--- src/rtl/pam_fetch_unit.sv ---
// PAM stack-processor fetch front end: PC, imem read sequencing, decode handshake and return-address stack.
// Build option FETCH_STACK_WRAP_EN: circular return stack, so overflow warns instead of halting.
module pam_fetch_unit #(
    parameter int DATA_WIDTH  = 8,
    parameter int ADDR_WIDTH  = 12,
    parameter int STACK_DEPTH = 8
) (
    input  logic                    clk,
    input  logic                    reset,
    output logic [ADDR_WIDTH-1:0]   imem_addr,
    output logic                    imem_rd_en,
    input  logic [2*DATA_WIDTH-1:0] imem_data,
    output logic                    out_valid,
    input  logic                    out_ready,
    output logic [DATA_WIDTH-1:0]   out_instr,
    output logic [DATA_WIDTH-1:0]   out_arg,
    output logic [ADDR_WIDTH-1:0]   out_pc,
    input  logic                    redir_valid,
    input  logic [1:0]              redir_op,
    input  logic [ADDR_WIDTH-1:0]   redir_target,
    input  logic [DATA_WIDTH-1:0]   redir_offset,
    output logic                    stack_ovf,
    output logic                    stack_unf,
    output logic                    halted
);

    localparam int SP_W = $clog2(STACK_DEPTH);
    localparam logic [SP_W:0] SP_FULL = (SP_W+1)'(STACK_DEPTH);
    localparam logic [SP_W:0] SP_ONE  = (SP_W+1)'(1);

`ifdef FETCH_STACK_WRAP_EN
    localparam bit WRAP_EN = 1'b1;
`else
    localparam bit WRAP_EN = 1'b0;
`endif

    localparam logic [1:0] OP_JUMP   = 2'b00;
    localparam logic [1:0] OP_BRANCH = 2'b01;
    localparam logic [1:0] OP_CALL   = 2'b10;

    typedef enum logic [1:0] {ST_ISSUE, ST_WAIT, ST_HOLD, ST_HALT} state_t;

    state_t                state_q;
    logic [ADDR_WIDTH-1:0] pc_q;
    logic [ADDR_WIDTH-1:0] out_pc_q;
    logic [DATA_WIDTH-1:0] out_instr_q;
    logic [DATA_WIDTH-1:0] out_arg_q;
    logic                  out_valid_q;
    logic                  ovf_q;
    logic                  unf_q;
    logic                  halted_q;
    logic [SP_W:0]         sp_q;
    logic [SP_W-1:0]       top_q;
    logic [ADDR_WIDTH-1:0] ras_q [STACK_DEPTH];

    logic                  redir_act;
    logic                  stack_full;
    logic                  stack_empty;
    logic                  push_en;
    logic [SP_W-1:0]       top_dec;
    logic [ADDR_WIDTH-1:0] ret_addr;
    logic [ADDR_WIDTH-1:0] branch_pc;
    logic [ADDR_WIDTH-1:0] pop_addr;

    // Redirects are relative to the instruction decode is looking at, not to the fetch PC.
    assign redir_act   = redir_valid && (state_q != ST_HALT);
    assign stack_full  = (sp_q == SP_FULL);
    assign stack_empty = (sp_q == '0);
    assign ret_addr    = out_pc_q + ADDR_WIDTH'(1);
    assign branch_pc   = out_pc_q + ADDR_WIDTH'($signed(redir_offset));
    assign top_dec     = top_q - SP_W'(1);
    assign pop_addr    = ras_q[top_dec];
    assign push_en     = !reset && redir_act && (redir_op == OP_CALL) && (!stack_full || WRAP_EN);

    assign imem_addr  = pc_q;
    assign imem_rd_en = (state_q == ST_ISSUE) && !reset;
    assign out_valid  = out_valid_q;
    assign out_instr  = out_instr_q;
    assign out_arg    = out_arg_q;
    assign out_pc     = out_pc_q;
    assign stack_ovf  = ovf_q;
    assign stack_unf  = unf_q;
    assign halted     = halted_q;

    // top_q is the next free slot; when full it aliases the oldest entry, which wrap mode overwrites.
    always_ff @(posedge clk) begin
        if (push_en) begin
            ras_q[top_q] <= ret_addr;
        end
    end

    always_ff @(posedge clk) begin
        if (reset) begin
            state_q     <= ST_ISSUE;
            pc_q        <= '0;
            sp_q        <= '0;
            top_q       <= '0;
            out_valid_q <= 1'b0;
            out_instr_q <= '0;
            out_arg_q   <= '0;
            out_pc_q    <= '0;
            ovf_q       <= 1'b0;
            unf_q       <= 1'b0;
            halted_q    <= 1'b0;
        end else if (redir_act) begin
            out_valid_q <= 1'b0;
            state_q     <= ST_ISSUE;
            case (redir_op)
                OP_JUMP:   pc_q <= redir_target;
                OP_BRANCH: pc_q <= branch_pc;
                OP_CALL: begin
                    if (stack_full && !WRAP_EN) begin
                        ovf_q    <= 1'b1;
                        halted_q <= 1'b1;
                        state_q  <= ST_HALT;
                    end else begin
                        if (stack_full) begin
                            ovf_q <= 1'b1;
                        end else begin
                            sp_q <= sp_q + SP_ONE;
                        end
                        top_q <= top_q + SP_W'(1);
                        pc_q  <= redir_target;
                    end
                end
                default: begin
                    if (stack_empty) begin
                        unf_q    <= 1'b1;
                        halted_q <= 1'b1;
                        state_q  <= ST_HALT;
                    end else begin
                        sp_q  <= sp_q - SP_ONE;
                        top_q <= top_dec;
                        pc_q  <= pop_addr;
                    end
                end
            endcase
        end else begin
            case (state_q)
                ST_ISSUE: state_q <= ST_WAIT;
                ST_WAIT: begin
                    out_instr_q <= imem_data[2*DATA_WIDTH-1:DATA_WIDTH];
                    out_arg_q   <= imem_data[DATA_WIDTH-1:0];
                    out_pc_q    <= pc_q;
                    out_valid_q <= 1'b1;
                    state_q     <= ST_HOLD;
                end
                ST_HOLD: begin
                    if (out_ready) begin
                        out_valid_q <= 1'b0;
                        pc_q        <= pc_q + ADDR_WIDTH'(1);
                        state_q     <= ST_ISSUE;
                    end
                end
                default: ;
            endcase
        end
    end

endmodule
--- config.mk ---
export PLATFORM = sky130hd
export DESIGN_NAME = pam_fetch_unit
export DESIGN_NICKNAME = d
export VERILOG_FILES = /design/src/rtl/pam_fetch_unit.sv
export SDC_FILE = /design/constraint.sdc
export NUM_CORES = 1
export LEC_CHECK = 0
export BUFFER_PORTS_ARGS = -buffer_cell sky130_fd_sc_hd__buf_2
export CORE_MARGIN = 5
export CORE_UTILIZATION = 25
export CTS_BUF_LIST = sky130_fd_sc_hd__clkbuf_8
export DETAILED_ROUTE_END_ITERATION = 16
export PLACE_DENSITY_LB_ADDON = 0.15
export SLEW_MARGIN = 30
export SYNTH_ARGS = -nofsm -noshare
export SYNTH_HDL_FRONTEND = slang
export SYNTH_SLANG_ARGS = --single-unit
--- constraint.sdc ---
create_clock -name clk -period 2.9 [get_ports clk]
set_clock_uncertainty 0.05 [all_clocks]
set_input_delay 0.58 -clock clk [delete_from_list [all_inputs] [get_ports clk]]
set_output_delay 0.58 -clock clk [all_outputs]
set_load 0.01 [all_outputs]
-- Word level (Yosys, flattened, before mapping)
Memory sizes are Yosys's and may differ from the RTL's.
Cells that the tools add are included.
- reduce and logical (&&, ||, !) cells: 26
- add/subtract/negate cells: 7
- bitwise gates (word level): 3
- muxes and demuxes: 25
- equal/unequal tests: 13
- operators by type and width (cell ; number):
    2-to-1 mux 12 bit ; 5
    one-hot mux 12 bit (3 select lines) ; 1
    adder 12 x 1 -> 12 bit (second input constant) ; 2
    adder 12 bit ; 1
    AND reduction 4 bit ; 3
    2-to-1 mux 2 bit ; 4
    2-to-1 mux 4 bit ; 2
    != test 2 bit (second input constant) ; 4
    one-hot mux 4 bit (2 select lines) ; 1
    nonzero test 2 bit ; 4
    2-to-1 mux 3 bit ; 2
    != test 3 bit (second input constant) ; 2
    one-hot mux 2 bit (3 select lines) ; 1
    one-hot mux 3 bit (2 select lines) ; 1
    AND reduction 2 bit ; 3
    AND reduction 3 bit ; 2
    logical AND 1 bit ; 5
    2-to-1 mux 1 bit ; 5
    != test 5 x 2 -> 1 bit (second input constant) ; 1
    adder 4 x 1 -> 4 bit (second input constant) ; 1
    == test 2 x 1 -> 1 bit (second input constant) ; 2
    == test 2 bit (second input constant) ; 2
    == test 4 bit (second input constant) ; 1
    zero test 2 bit ; 2
    other kinds (12) ; 17
- word-level logic and storage cells: 86
- register bits: 53
- memories kept: 1
- input port bits: 42
- output and inout port bits: 45
- RAM bits: 96
- memories (name ; words ; width ; read ports ; clocked after memory_dff ; wr ports ; line ; text):
    ras_q ; 8 ; 12 ; 1 ; 0 ; 1 ; 54 ; logic [ADDR_WIDTH-1:0] ras_q [STACK_DEPTH];

-- Longest topological paths before layout
- depth in word-level cells: 7
- gate-level depth with buffers: 11
- gate-level depth less buffers: 9

-- Least setup slack after synthesis
No wires, ideal clock.
- path kind: input port to flip-flop
- start point: input redir_valid
- end point: memory ras_q[1][0] (enable)
- library setup time: 396 ps
- slack: 152 ps
- stages: 5
- arrival: 2301 ps
- required time: 2454 ps
- cells stage by stage: nor2b_1 -> buf_2 -> buf_1 -> nand4_1 -> nor3_1
- longest elaborated chain between the ends: 6
- RTL lines (element ; line ; text):
    from (decl) ; 18 ; input logic redir_valid,
    logical AND 1 bit ; 66 ; assign redir_act = redir_valid && (state_q != ST_HALT);
    logical AND 1 bit (3 in a row) ; 73 ; assign push_en = !reset && redir_act && (redir_op == OP_CALL) && (!stack_full || WRAP_EN);
    2-to-1 mux 1 bit ; 87 ; if (push_en) begin
    2-to-1 mux 1 bit (not written as such) ; 88 ; ras_q[top_q] <= ret_addr;
    to (decl) ; 54 ;
Every way passes these cells.

-- Worst setup path in the final report
- start point: register out_pc_q[0] (netlist: out_pc[0])
- end point: register pc_q[10] (netlist: imem_addr[10])
- longest elaborated chain between the ends: 3
- RTL lines (element ; line ; text):
    from (decl) ; 45 ; logic [ADDR_WIDTH-1:0] out_pc_q;
    from (signal assigned) ; 144 ; out_pc_q <= pc_q;
    adder 12 bit ; 70 ; assign branch_pc = out_pc_q + ADDR_WIDTH'($signed(redir_offset));
    one-hot mux 12 bit (3 select lines) ; 108 ; case (redir_op)
    2-to-1 mux 12 bit ; 105 ; end else if (redir_act) begin
    to (signal assigned) ; 109 ; OP_JUMP: pc_q <= redir_target;
    to (signal assigned) ; 110 ; OP_BRANCH: pc_q <= branch_pc;
    to (signal assigned) ; 123 ; pc_q <= redir_target;
    to (decl) ; 44 ; logic [ADDR_WIDTH-1:0] pc_q;
Every way passes these cells.
A chain may end at the register's enable or synchronous reset.

==> impl_metrics.tcl <==
set metrics [dict create \
    status "complete, no violations" \
    cts_buffer_depth 2 \
    fmax_mhz 391.7 \
    rows 61 \
    synthMuxAreaShare 0.09358 \
    first_pass_iters 5 \
    powerDensity_nw_per_um2 590.0 \
    portBuffers 86 \
    setup_violations 0 \
    relSlewSlack 0.4252 \
    clock_latency_ns 0.46 \
    share_seq_of_total_power 0.486 \
    drive_gt1_frac 0.2346 \
    combPwrFrac 0.188 \
    synth_compound_area_frac 0.1056 \
    fin_nets 773 \
    synth_warnings 0 \
    arrival_ns 2.84 \
    die-area_um2 31700 \
    clkTransAtPathRegs_ns 0.10 \
    postCtsHoldBufs 0 \
    postCtsSetupBuffers 0 \
    antenna_found_initial 1 \
    p_switching_w 0.001619 \
    rrSetupSlack_ns 0.35 \
    synth-xor-area-share 0.04342 \
    crit_type "reg2reg" \
    syn_inst 593 \
    dpl.hpwl_mm 15.01 \
    syn_to_final_growth_pct 20.03 \
    netlist_area_um2 7059 \
    period_minus_slack_ns 2.553 \
    grt.total_usage 0.1309 \
    die_width_um 178.0 \
    synth_top_area_cell "edfxtp_1" \
    cts_resized 0 \
    syn_avg_cell_area_um2 11.90 \
    cp.required_ns 3.19 \
    slew_violations 0 \
    synth_top_cells_by_count "edfxtp_1 (96), nand2_1 (93), a21oi_1 (59), dfxtp_1 (53), nor2_1 (38)" \
    drc_errors 0 \
    yosysSeqAreaShare 0.5587 \
    htree_num_levels 4 \
    overflow 0 \
    grt_max_degree 22 \
    start_util 0.2534 \
    synth_area_leaders "edfxtp_1 (41%), dfxtp_1 (15%), nand2_1 (4.9%)" \
    root_buffer "clkbuf_8" \
    die_h_um 178.0 \
    clkPwrFrac 0.326 \
    core_um2 27860 \
    ir_drop_mv 0.2104 \
    first_iter_violations 213 \
    synthArstFlopShare 0 \
    sw_frac_of_total 0.3238 \
    multi_input_area_um2 2893 \
    viasPerCell 4.660 \
    grt_pass1_vias 5211 \
    n_antenna_cell 0 \
    fin_hold_ws_ns 0.3025 \
    yosys.area_share.simple 0.1154 \
    vias 5098 \
    finalCritPeriodShare 0.8804 \
    ios 87 \
    drt_wl_total_mm 20.71 \
    cp-end-kind "flip-flop" \
    rsz0062_at_grt "no" \
    hp-class "in2reg" \
    syn-num-nets 663 \
    grt_pass1_wl_mm 31.08 \
    synth_most_common_cell "edfxtp_1" \
    p_int_w 0.003380 \
    cts_tree "done" \
    wl_per_cell_um 18.93 \
    synth-adder-area-share 0.05175 \
    synth.distinct_cells 53 \
    hold_violations 0 \
    power_w 0.004999 \
    synth_top_family_by_area "simple AND/OR/NAND/NOR gates" \
    n_fill_cell 2866 \
    leakagePower_nw 3.160 \
    cap_violations 0 \
    synth_top_area_share 0.4084 \
    seq_area_um2 3944 \
    tightest_slew_ns 0.8561 \
    crit_fanout 3 \
    globalplace.congestion 0.8571 \
    synth_edf_count 96 \
    ys.flop_type "edfxtp_1" \
    cts_buffers 17 \
    cts.sinks 149 \
    drtAntennaViolNets 0 \
    ys_ff_latch 149 \
    cp-start-kind "flip-flop" \
]
==> power by group through the flow <==
stage          Combinational, W  Sequential [W]  Clock [W]
6_report               0.000939         0.00243    0.00163
5_1_grt                 0.00104         0.00244    0.00179
4_1_cts                0.000954         0.00243    0.00170
3_5_place_dp           0.000950         0.00248          0
3_3_place_gp           0.000938         0.00247          0
2_1_floorplan          0.000610         0.00246          0
==> registers in the layout, indices dropped and copies added (netlist names), 2 cells and up <==
| name | flops |
|---|---|
| ras_q | 96 |
| top_q | 3 |
| out_pc | 12 |
| out_arg | 8 |
| state_q | 2 |
| out_instr | 8 |
| sp_q | 4 |
| imem_addr | 12 |
==> kinds of logic (layout without fill, tap and decap cells) <==
kind of cell	Yosys count	in the layout
compound gates	120	120
xor+xnor	35	35
fa+ha+maj	28	28
buf+inv	43	166
flops	149	149
mux	31	31
simple gates	187	187
==> placed cells by master (no fill, tap or decap), drive strengths merged, types with 17 or more instances in the layout <==
cell	netlist	routed
nand2	93	93
edfxtp	96	96
a21oi	59	59
buf	19	121
inv	13	21
xnor2	22	22
nor2	38	38
clkbuf	11	17
mux4	24	24
ha	26	26
dfxtp	53	53
==> path summary, 6_finish.rpt <==
kind,end,start,depth (start not counted)
worst max-delay path,imem_addr[10]$_SDFFE_PP0P_,out_pc[0]$_SDFFE_PP0P_,8
worst min-delay path,out_arg[7]$_SDFFE_PP0P_,imem_data[7],3
worst max register to register,imem_addr[10]$_SDFFE_PP0P_,out_pc[0]$_SDFFE_PP0P_,8
worst min register to register,out_arg[6]$_SDFFE_PP0P_,out_arg[6]$_SDFFE_PP0P_,2
==> metal layers <==
layer  up-vias  GRT usage  routed length, µm
met5         -          0                 13
met4         2    0.03738                397
met3        19    0.02967               1008
met2       137     0.2144               9878
met1      2518     0.1742               9410
li1       2422          -                  -
==> cell type report <==
class,count,share of cell area
clock inverters,15,0.02067
well taps,378,0.05582
inverters,13,0.005759
clock buffers,17,0.02761
repair buffers,121,0.08328
flip-flops and latches,149,0.4654
multi-input cells,401,0.3414
==> stage by stage <==
stage               utilization  TNS [ns]  instance area (µm²)  std cells  setup WS, ns
floorplan                     -         0                 7059        593        0.1522
global placement         0.2895  -0.01309                 8064       1062      -0.01309
CTS                      0.3042         0                 8473       1094        0.3209
finish                   0.3042         0                 8473       1094        0.3467
detailed placement       0.2895         0                 8064       1062      0.009220
global route             0.3042         0                 8473       1094       0.06241
==> critical path, stage by stage (launching register included) <==
cell and delay, ns:
dfxtp_1 0.33, ha_1 0.24, fa_1 0.41, a21oi_1 0.20, o211ai_1 0.15, a2111oi_0 0.43, nor3_1 0.13, xor2_1 0.16
a221o_1 0.35
Power figures use the tool's default switching activity.
